### src/rtl/fetch_queue_if.sv
// fetch_queue_if: instruction-memory request/response bus.
// One request in flight; the response strobe follows one cycle later.
interface fetch_queue_if;
    logic        imem_req;
    logic [31:0] imem_addr;
    logic [31:0] imem_rdata;
    logic        imem_rvalid;

    modport master (
        output imem_req,
        output imem_addr,
        input  imem_rdata,
        input  imem_rvalid
    );

    modport slave (
        input  imem_req,
        input  imem_addr,
        output imem_rdata,
        output imem_rvalid
    );
endinterface

### src/rtl/fetch_queue.sv
// fetch_queue: prefetch FIFO between instruction memory and IF/ID.
// One outstanding read; redirect flushes and discards a late response.
module fetch_queue #(
    parameter int          DEPTH    = 4,
    parameter logic [31:0] RESET_PC = 32'h0000_0000
) (
    input  logic                   clk,
    input  logic                   reset,
    input  logic                   stall,
    input  logic                   redirect,
    input  logic [31:0]            redirect_pc,
    fetch_queue_if.master          imem,
    output logic [31:0]            instruction,
    output logic [31:0]            PC_plus_4,
    output logic                   valid,
    output logic [$clog2(DEPTH):0] count
);
    localparam int PW = $clog2(DEPTH);
    localparam int CW = PW + 1;

    logic [31:0]   fetch_pc;
    logic [31:0]   inflight_pc;
    logic [31:0]   pc_mem  [DEPTH];
    logic [31:0]   ins_mem [DEPTH];
    logic [PW-1:0] rd_ptr;
    logic [PW-1:0] wr_ptr;
    logic [CW-1:0] count_q;
    logic          outstanding;
    logic          discard;
    logic          full;
    logic          issue;
    logic          resp;
    logic          push;
    logic          pop;

    // Handshake decisions and zero-latency head outputs.
    always_comb begin
        full           = (count_q == CW'(DEPTH));
        issue          = reset && !redirect && !outstanding && !full;
        resp           = imem.imem_rvalid && outstanding;
        push           = resp && !discard && !redirect;
        valid          = (count_q != '0);
        pop            = valid && !stall && !redirect;
        imem.imem_req  = issue;
        imem.imem_addr = fetch_pc;
        instruction    = valid ? ins_mem[rd_ptr] : 32'h0;
        PC_plus_4      = valid ? pc_mem[rd_ptr] : 32'h0;
        count          = count_q;
    end

    // Control state: fetch address, pointers, occupancy, request tracking.
    always_ff @(posedge clk or negedge reset) begin
        if (!reset) begin
            fetch_pc    <= RESET_PC;
            inflight_pc <= '0;
            rd_ptr      <= '0;
            wr_ptr      <= '0;
            count_q     <= '0;
            outstanding <= 1'b0;
            discard     <= 1'b0;
        end else if (redirect) begin
            fetch_pc <= redirect_pc;
            rd_ptr   <= '0;
            wr_ptr   <= '0;
            count_q  <= '0;
            if (outstanding && !imem.imem_rvalid) begin
                discard <= 1'b1;
            end else begin
                outstanding <= 1'b0;
                discard     <= 1'b0;
            end
        end else begin
            if (issue) begin
                outstanding <= 1'b1;
                inflight_pc <= fetch_pc;
                fetch_pc    <= fetch_pc + 32'd4;
            end else if (resp) begin
                outstanding <= 1'b0;
                discard     <= 1'b0;
            end
            if (push) wr_ptr <= wr_ptr + 1'b1;
            if (pop)  rd_ptr <= rd_ptr + 1'b1;
            case ({push, pop})
                2'b10:   count_q <= count_q + 1'b1;
                2'b01:   count_q <= count_q - 1'b1;
                default: count_q <= count_q;
            endcase
        end
    end

    // Entry storage; head outputs are masked while empty, so no reset.
    always_ff @(posedge clk) begin
        if (push) begin
            pc_mem[wr_ptr]  <= inflight_pc + 32'd4;
            ins_mem[wr_ptr] <= imem.imem_rdata;
        end
    end

    a_no_push_full: assert property (
        @(posedge clk) disable iff (!reset) !(push && full)
    ) else $error("fetch_queue: push into full queue");

endmodule
### src/flat_wrapper.sv
// flat-port wrapper written by rule: the top's interface ports become plain ports
module fetch_queue_flat 
#(
    parameter int          DEPTH    = 4,
    parameter logic [31:0] RESET_PC = 32'h0000_0000
)
  (clk, reset, stall, redirect, redirect_pc, instruction, PC_plus_4, valid, count, imem_imem_req, imem_imem_addr, imem_imem_rdata, imem_imem_rvalid);
  fetch_queue_if imem_i ();
  input  logic clk;
  input  logic reset;
  input  logic stall;
  input  logic redirect;
  input  logic [31:0] redirect_pc;
  output logic [31:0] instruction;
  output logic [31:0] PC_plus_4;
  output logic valid;
  output logic [$clog2(DEPTH):0] count;
  output wire logic [$bits(imem_i.imem_req)-1:0] imem_imem_req;
  output wire logic [$bits(imem_i.imem_addr)-1:0] imem_imem_addr;
  input wire logic [$bits(imem_i.imem_rdata)-1:0] imem_imem_rdata;
  input wire logic [$bits(imem_i.imem_rvalid)-1:0] imem_imem_rvalid;
  assign imem_imem_req = imem_i.imem_req;
  assign imem_imem_addr = imem_i.imem_addr;
  assign imem_i.imem_rdata = imem_imem_rdata;
  assign imem_i.imem_rvalid = imem_imem_rvalid;
  fetch_queue #(.DEPTH(DEPTH), .RESET_PC(RESET_PC)) u_core (.clk(clk), .reset(reset), .stall(stall), .redirect(redirect), .redirect_pc(redirect_pc), .imem(imem_i), .instruction(instruction), .PC_plus_4(PC_plus_4), .valid(valid), .count(count));
endmodule
### config.mk
export PLATFORM = sky130hd
export DESIGN_NAME = fetch_queue_flat
export DESIGN_NICKNAME = d
export VERILOG_FILES = /design/src/rtl/fetch_queue_if.sv /design/src/rtl/fetch_queue.sv /design/src/flat_wrapper.sv
export SDC_FILE = /design/constraint.sdc
export NUM_CORES = 1
export LEC_CHECK = 0
export ABC_AREA = 1
export BUFFER_PORTS_ARGS = -buffer_cell sky130_fd_sc_hd__buf_2
export CAP_MARGIN = 20
export CORE_UTILIZATION = 50
export DETAILED_ROUTE_END_ITERATION = 7
export GPL_TIMING_DRIVEN = 0
export PLACE_DENSITY = 0.78
export SYNTH_ARGS = -nofsm -noshare
export SYNTH_HDL_FRONTEND = slang
export SYNTH_SLANG_ARGS = --single-unit
export TNS_END_PERCENT = 50
### constraint.sdc
create_clock -name clk -period 4.1 [get_ports clk]
set_input_delay 0.82 -clock clk [delete_from_list [all_inputs] [get_ports clk]]
set_output_delay 0.82 -clock clk [all_outputs]
set_load 0.02 [all_outputs]
### Yosys cells after proc, flatten, opt, wreduce, memory -nomap -nowiden

Memories as Yosys holds them, arrays and structs flattened.
Cells that the tools add are included.

| cells by class | value |
|---|---|
| equality and inequality tests | 5 |
| reduce and logical (&&, ||, !) cells | 25 |
| $add $sub $neg | 6 |
| bitwise operators | 1 |
| muxes and demuxes | 19 |

Operators by type and width:

| operator | number |
|---|---|
| $mux 32 | 4 |
| $add 32x3->32 const B | 2 |
| $logic_and 1x1->1 | 9 |
| $mux 1 | 9 |
| $reduce_bool 3->1 | 3 |
| $mux 2 | 4 |
| $reduce_bool 2->1 | 4 |
| $logic_not 1->1 | 6 |
| $pmux 3 s2 | 1 |
| $reduce_and 2->1 | 3 |
| $add 2x1->2 const B | 2 |
| $ne 2x2->1 const B | 2 |
| $add 3x1->3 const B | 1 |
| $eq 3x3->1 const B | 1 |
| $mux 3 | 1 |
| $sub 3x1->3 const B | 1 |
| $eq 2x1->1 const B | 1 |
| $eq 2x2->1 const B | 1 |
| $not 1->1 | 1 |

| storage, ports and cells | value |
|---|---|
| input port bits | 69 |
| logic and storage cells | 65 |
| register bits after elaboration | 73 |
| memories | 2 |
| output and inout bits | 101 |
| memory bits (writable) | 256 |

Memories:

| name | depth | bits a word | rd ports | clocked after memory_dff | wr ports | line | source |
|---|---|---|---|---|---|---|---|
| u_core.ins_mem | 4 | 32 | 1 | 0 | 1 | fetch_queue.sv:24 | `logic [31:0] ins_mem [DEPTH];` |
| u_core.pc_mem | 4 | 32 | 1 | 0 | 1 | fetch_queue.sv:23 | `logic [31:0] pc_mem [DEPTH];` |

### Depth between registers and ports, before layout

| depth | value |
|---|---|
| depth in word-level cells | 6 |
| depth in mapped cells | 10 |
| mapped depth without buffers | 10 |

### Worst setup path before layout

Ideal clock, no wire load.

| timing | value |
|---|---|
| path kind | input to register |
| start | input port redirect |
| end | memory u_core.ins_mem[0][0], enable pin |
| setup slack | -302 ps |
| data required time | 3614 ps |
| path buffers | 2 |
| stages on the path | 5 |
| library setup time | 486 ps |
| arrival time | 3915 ps |
| cell sequence | buf_6 -> inv_2 -> buf_4 -> nand2_1 -> nor2_1 |

| between the ends | value |
|---|---|
| word-level cells in the longest chain between the ends | 4 |

RTL lines:

| what | line | source |
|---|---|---|
| start, declared | flat_wrapper.sv:12 | `input logic redirect;` |
| $logic_not 1->1 | fetch_queue.sv:41 | `push = resp && !discard && !redirect;` |
| $logic_and 1x1->1 | fetch_queue.sv:41 |  |
| $mux 1 | fetch_queue.sv:93 | `if (push) begin` |
| $mux 1 (implied by the code) | fetch_queue.sv:95 | `ins_mem[wr_ptr] <= imem.imem_rdata;` |
| end, declared | fetch_queue.sv:24 |  |

No other way between the ends.

### Worst setup path after layout

| timing | value |
|---|---|
| start | register u_core.rd_ptr[0] |
| end | output port instruction[9] |

| between the ends | value |
|---|---|
| word-level cells in the longest chain between the ends | 2 |

RTL lines:

| what | line | source |
|---|---|---|
| start, declared | fetch_queue.sv:25 | `logic [PW-1:0] rd_ptr;` |
| start signal, assigned | fetch_queue.sv:82 | `if (pop) rd_ptr <= rd_ptr + 1'b1;` |
| $mem_v2 4x32 | - |  |
| $mux 32 | fetch_queue.sv:46 | `instruction = valid ? ins_mem[rd_ptr] : 32'h0;` |
| end, declared | flat_wrapper.sv:14 | `output logic [31:0] instruction;` |

No other way between the ends.

==> results.md <==
* Yosys top cell area share at 52.3%
* GP Congestion at 0.906
* Worst Hold Class: input pin to asynchronous set/reset pin
* Synth warn at 0
* CTS tree: yes
* Grt total ovfl at 0
* Boundary Pins at 170
* Distinct cells, synth at 36
* Initial detailed-routing violation count at 1192
* Placed wire-length estimate at 25.3 mm
* Syn nets at 1546
* Gates resized, CTS repair at 0
* Hold buffers post-CTS at 0
* Die area at 30100 sq um
* Initial Util at 51.1%
* Cell Rows at 62
* Initial antenna violation count at 2
* Port bufs at 168
* Syn Area/Cell at 10.0 sq um
* Via/cell ratio at 5.41
* Vias in the first global route at 10800
* Dpl cells at 2031
* Switch share at 27.7%
* Cell internal pwr at 5.97 mW
* Global-route wire length before repair at 57.4 mm
* Synth area leaders: edfxtp_1, dfrtp_1, nor2_1
* Antenna cells at 0
* Crit path launch type: flip-flop
* Clock slew at reported path FFs at 0.06 ns
* Nets at 1760
* Min Clock Period, post-route at 3.27 ns
* Final worst-path cycle share at 79.8%
* CP arrival at 2.45 ns
* Drt wl/cell at 17.6 um
* Clock share of power at 37.5%
* Final ANT Viol Nets at 0
* Final setup fails at 0
* RSZ-0062 raised after global routing: no
* Core Footprint at 28800 sq um
* Pwr Density at 476 nW/um^2
* H-tree levels at 2
* Crit end category: output port
* Cell area after placement at 16300 sq um
* Flop pwr share at 48.6%
* FF+latch count, synth at 329
* Fin. max-slew vios at 0
* Critical path peak fanout at 10
* Largest net degree at the start of global routing at 56
* Cell area after synthesis at 14700 sq um
* Leakage power at 6.99 nW
* CTS root buf: clkbuf_16
* Actual slew at the worst max-slew pin at 0.815 ns
* Status: finished, final reports clean
* Layout Cells excl Fill at 2093
* Die Y-Extent at 173 um
* Clk_lat worst skew at 0.54 ns
* Final Hold Vio Count at 0
* GR Util All Layers at 24.3%
* Post-CTS setup buffers at 0
* Gate power share at 13.9%
* Relative slew margins at 45.5%
* Post-route DRC violation count at 0
* Clock Path Buffers at 3
* Cells after Synth at 1470
* Worst Reg-to-Reg Cells at 6
* Detailed-router iteration count before antenna repair at 5
* Routed via count at 11300
* Fin Hold WS at 0.172 ns
* Layout Cell Area excl Fill at 17400 sq um
* Layout cell share with drive strength beyond 1 at 17.1%
* Peak supply drop at 0.329 mV
* Worst Setup Path Type: flip-flop to output port
* Die W at 173 um
* Clock Sinks at 329
* Wirelength, routed at 36.8 mm
* Largest area contributor in the netlist: edfxtp_1
* Sw Pwr at 2.29 mW
* Fmax at 0.306 GHz
* Seq/Total Area, Yosys at 64.7%
* Cts bufs inserted at 35
* Total of max-cap violations at 0
* Synthesis-to-finish area growth at 18.2%
* Critical Path RT at 3.28 ns
* Clock Skew at 0.0217 ns
[synthesized netlist by cell type (all sizes together)]
master	n
nor2	344
nand2	259
edfxtp	256
o21ai	188
inv	101
dfrtp	73
a21oi	72
buf	48
nand3	38
xor2	29
clkbuf	17
nor3	10
o211ai	7
ha	6
nand3b	6
nand4	6
o21bai	3
xnor2	3
fa	1
nor3b	1
o221ai	1
o31ai	1
[metal layers]
metal  vias to the layer above  global-route usage [%]  part of all wire, %
met4                         4                    8.55                  2.9
met3                        80                    3.73                  7.4
met5                         -                       0                0.065
met1                      5348                    33.8                   43
li1                       5354                       -                    -
met2                       529                    39.1                   47
[registers in the layout, indices dropped and copies added (netlist names)]
| register | count |
|---|---|
| u_core.wr_ptr | 2 |
| u_core.pc_mem | 128 |
| u_core.ins_mem | 128 |
| u_core.imem.imem_addr | 32 |
| u_core.rd_ptr | 2 |
| u_core.count | 3 |
| u_core.outstanding | 1 |
| u_core.inflight_pc | 32 |
| u_core.discard | 1 |
[cells in the final DEF, fill, tap and decap left out, types with 2 or more instances in the layout]
master,count
nor2_1,326
edfxtp_1,256
nand2_1,252
buf_2,192
o21ai_0,186
inv_1,98
dfrtp_1,73
a21oi_1,70
nand3_1,35
clkbuf_16,35
xor2_1,29
clkbuf_1,20
buf_1,18
nor2_4,12
clkinv_1,9
nor3_1,8
nand2_2,7
o211ai_1,7
clkinv_2,7
buf_12,7
nor2_2,6
nand4_1,6
nand3b_1,6
ha_1,6
o21bai_1,3
xnor2_1,3
inv_2,3
buf_6,3
buf_4,3
bufinv_16,3
nand3_2,2
a21oi_2,2
clkinv_8,2
clkbuf_8,2
buf_16,2
[logic make-up (layout without fill, tap and decap cells)]
family | count (synthesis) | in the layout | share of synthesized area, %
AO/OA/AOI/OAI | 272 | 272 | 9.55
XOR/XNOR | 32 | 32 | 1.91
flip-flops | 329 | 329 | 64.7
adder cells (fa/ha/maj) | 7 | 7 | 0.647
AND/OR/NAND/NOR | 664 | 664 | 18.5
buffers and inverters | 166 | 405 | 4.65
[worst max-delay path: stages (launching register included)]
cell      delay [ns]
dfrtp_1         0.47
inv_2           0.11
buf_2           0.25
clkbuf_1        0.42
o21ai_0         0.20
a21oi_1         0.26
buf_2           0.21
[stage by stage]
| stage | utilization [%] | setup slack [ns] | setup TNS, ns | power (mW) |
|---|---|---|---|---|
| 3_5_place_dp | 56.5 | 0.898 | 0 | 5.22 |
| 6_report | 60.4 | 0.827 | 0 | 8.27 |
| 3_3_place_gp | 55.7 | -2.36 | -592.69 | 5.16 |
| 2_1_floorplan | - | -0.302 | -77.19 | 4.74 |
| 5_1_grt | 60.4 | 0.736 | 0 | 8.55 |
| 4_1_cts | 60.4 | 0.868 | 0 | 8.28 |
[worst paths after layout]
kind	slack, ns	endpoint	start
worst min register to register	0.54	u_core.inflight_pc[21]	u_core.inflight_pc[21]
max in group asynchronous	3.35	u_core.inflight_pc[10]	reset
worst max-delay path	0.83	instruction[9]	u_core.rd_ptr[0]
worst min-delay path	0.17	u_core.imem.imem_addr[22]	reset
worst max register to register	1.55	u_core.pc_mem[0][28]	u_core.outstanding
min in group clk	0.50	u_core.ins_mem[0][8]	imem_imem_rdata[8]
[power groups by stage]
stage	combinational (mW)	clock [mW]	sequential (mW)
global route	1.27	3.25	4.04
global placement	1.09	0	4.08
CTS	1.14	3.12	4.01
floorplan	0.663	0	4.08
detailed placement	1.14	0	4.08
finish	1.15	3.10	4.02
[layout make-up]
type | count | area [sq um]
buffer | 65 | 305
clock buffer | 40 | 915
clock inverter | 22 | 211
fill | 2358 | 11400
inverter | 101 | 379
multi-input combinational | 975 | 4530
sequential | 329 | 9510
tap | 384 | 480
timing repair buffer | 177 | 1040
Power figures use the tool's default switching activity.
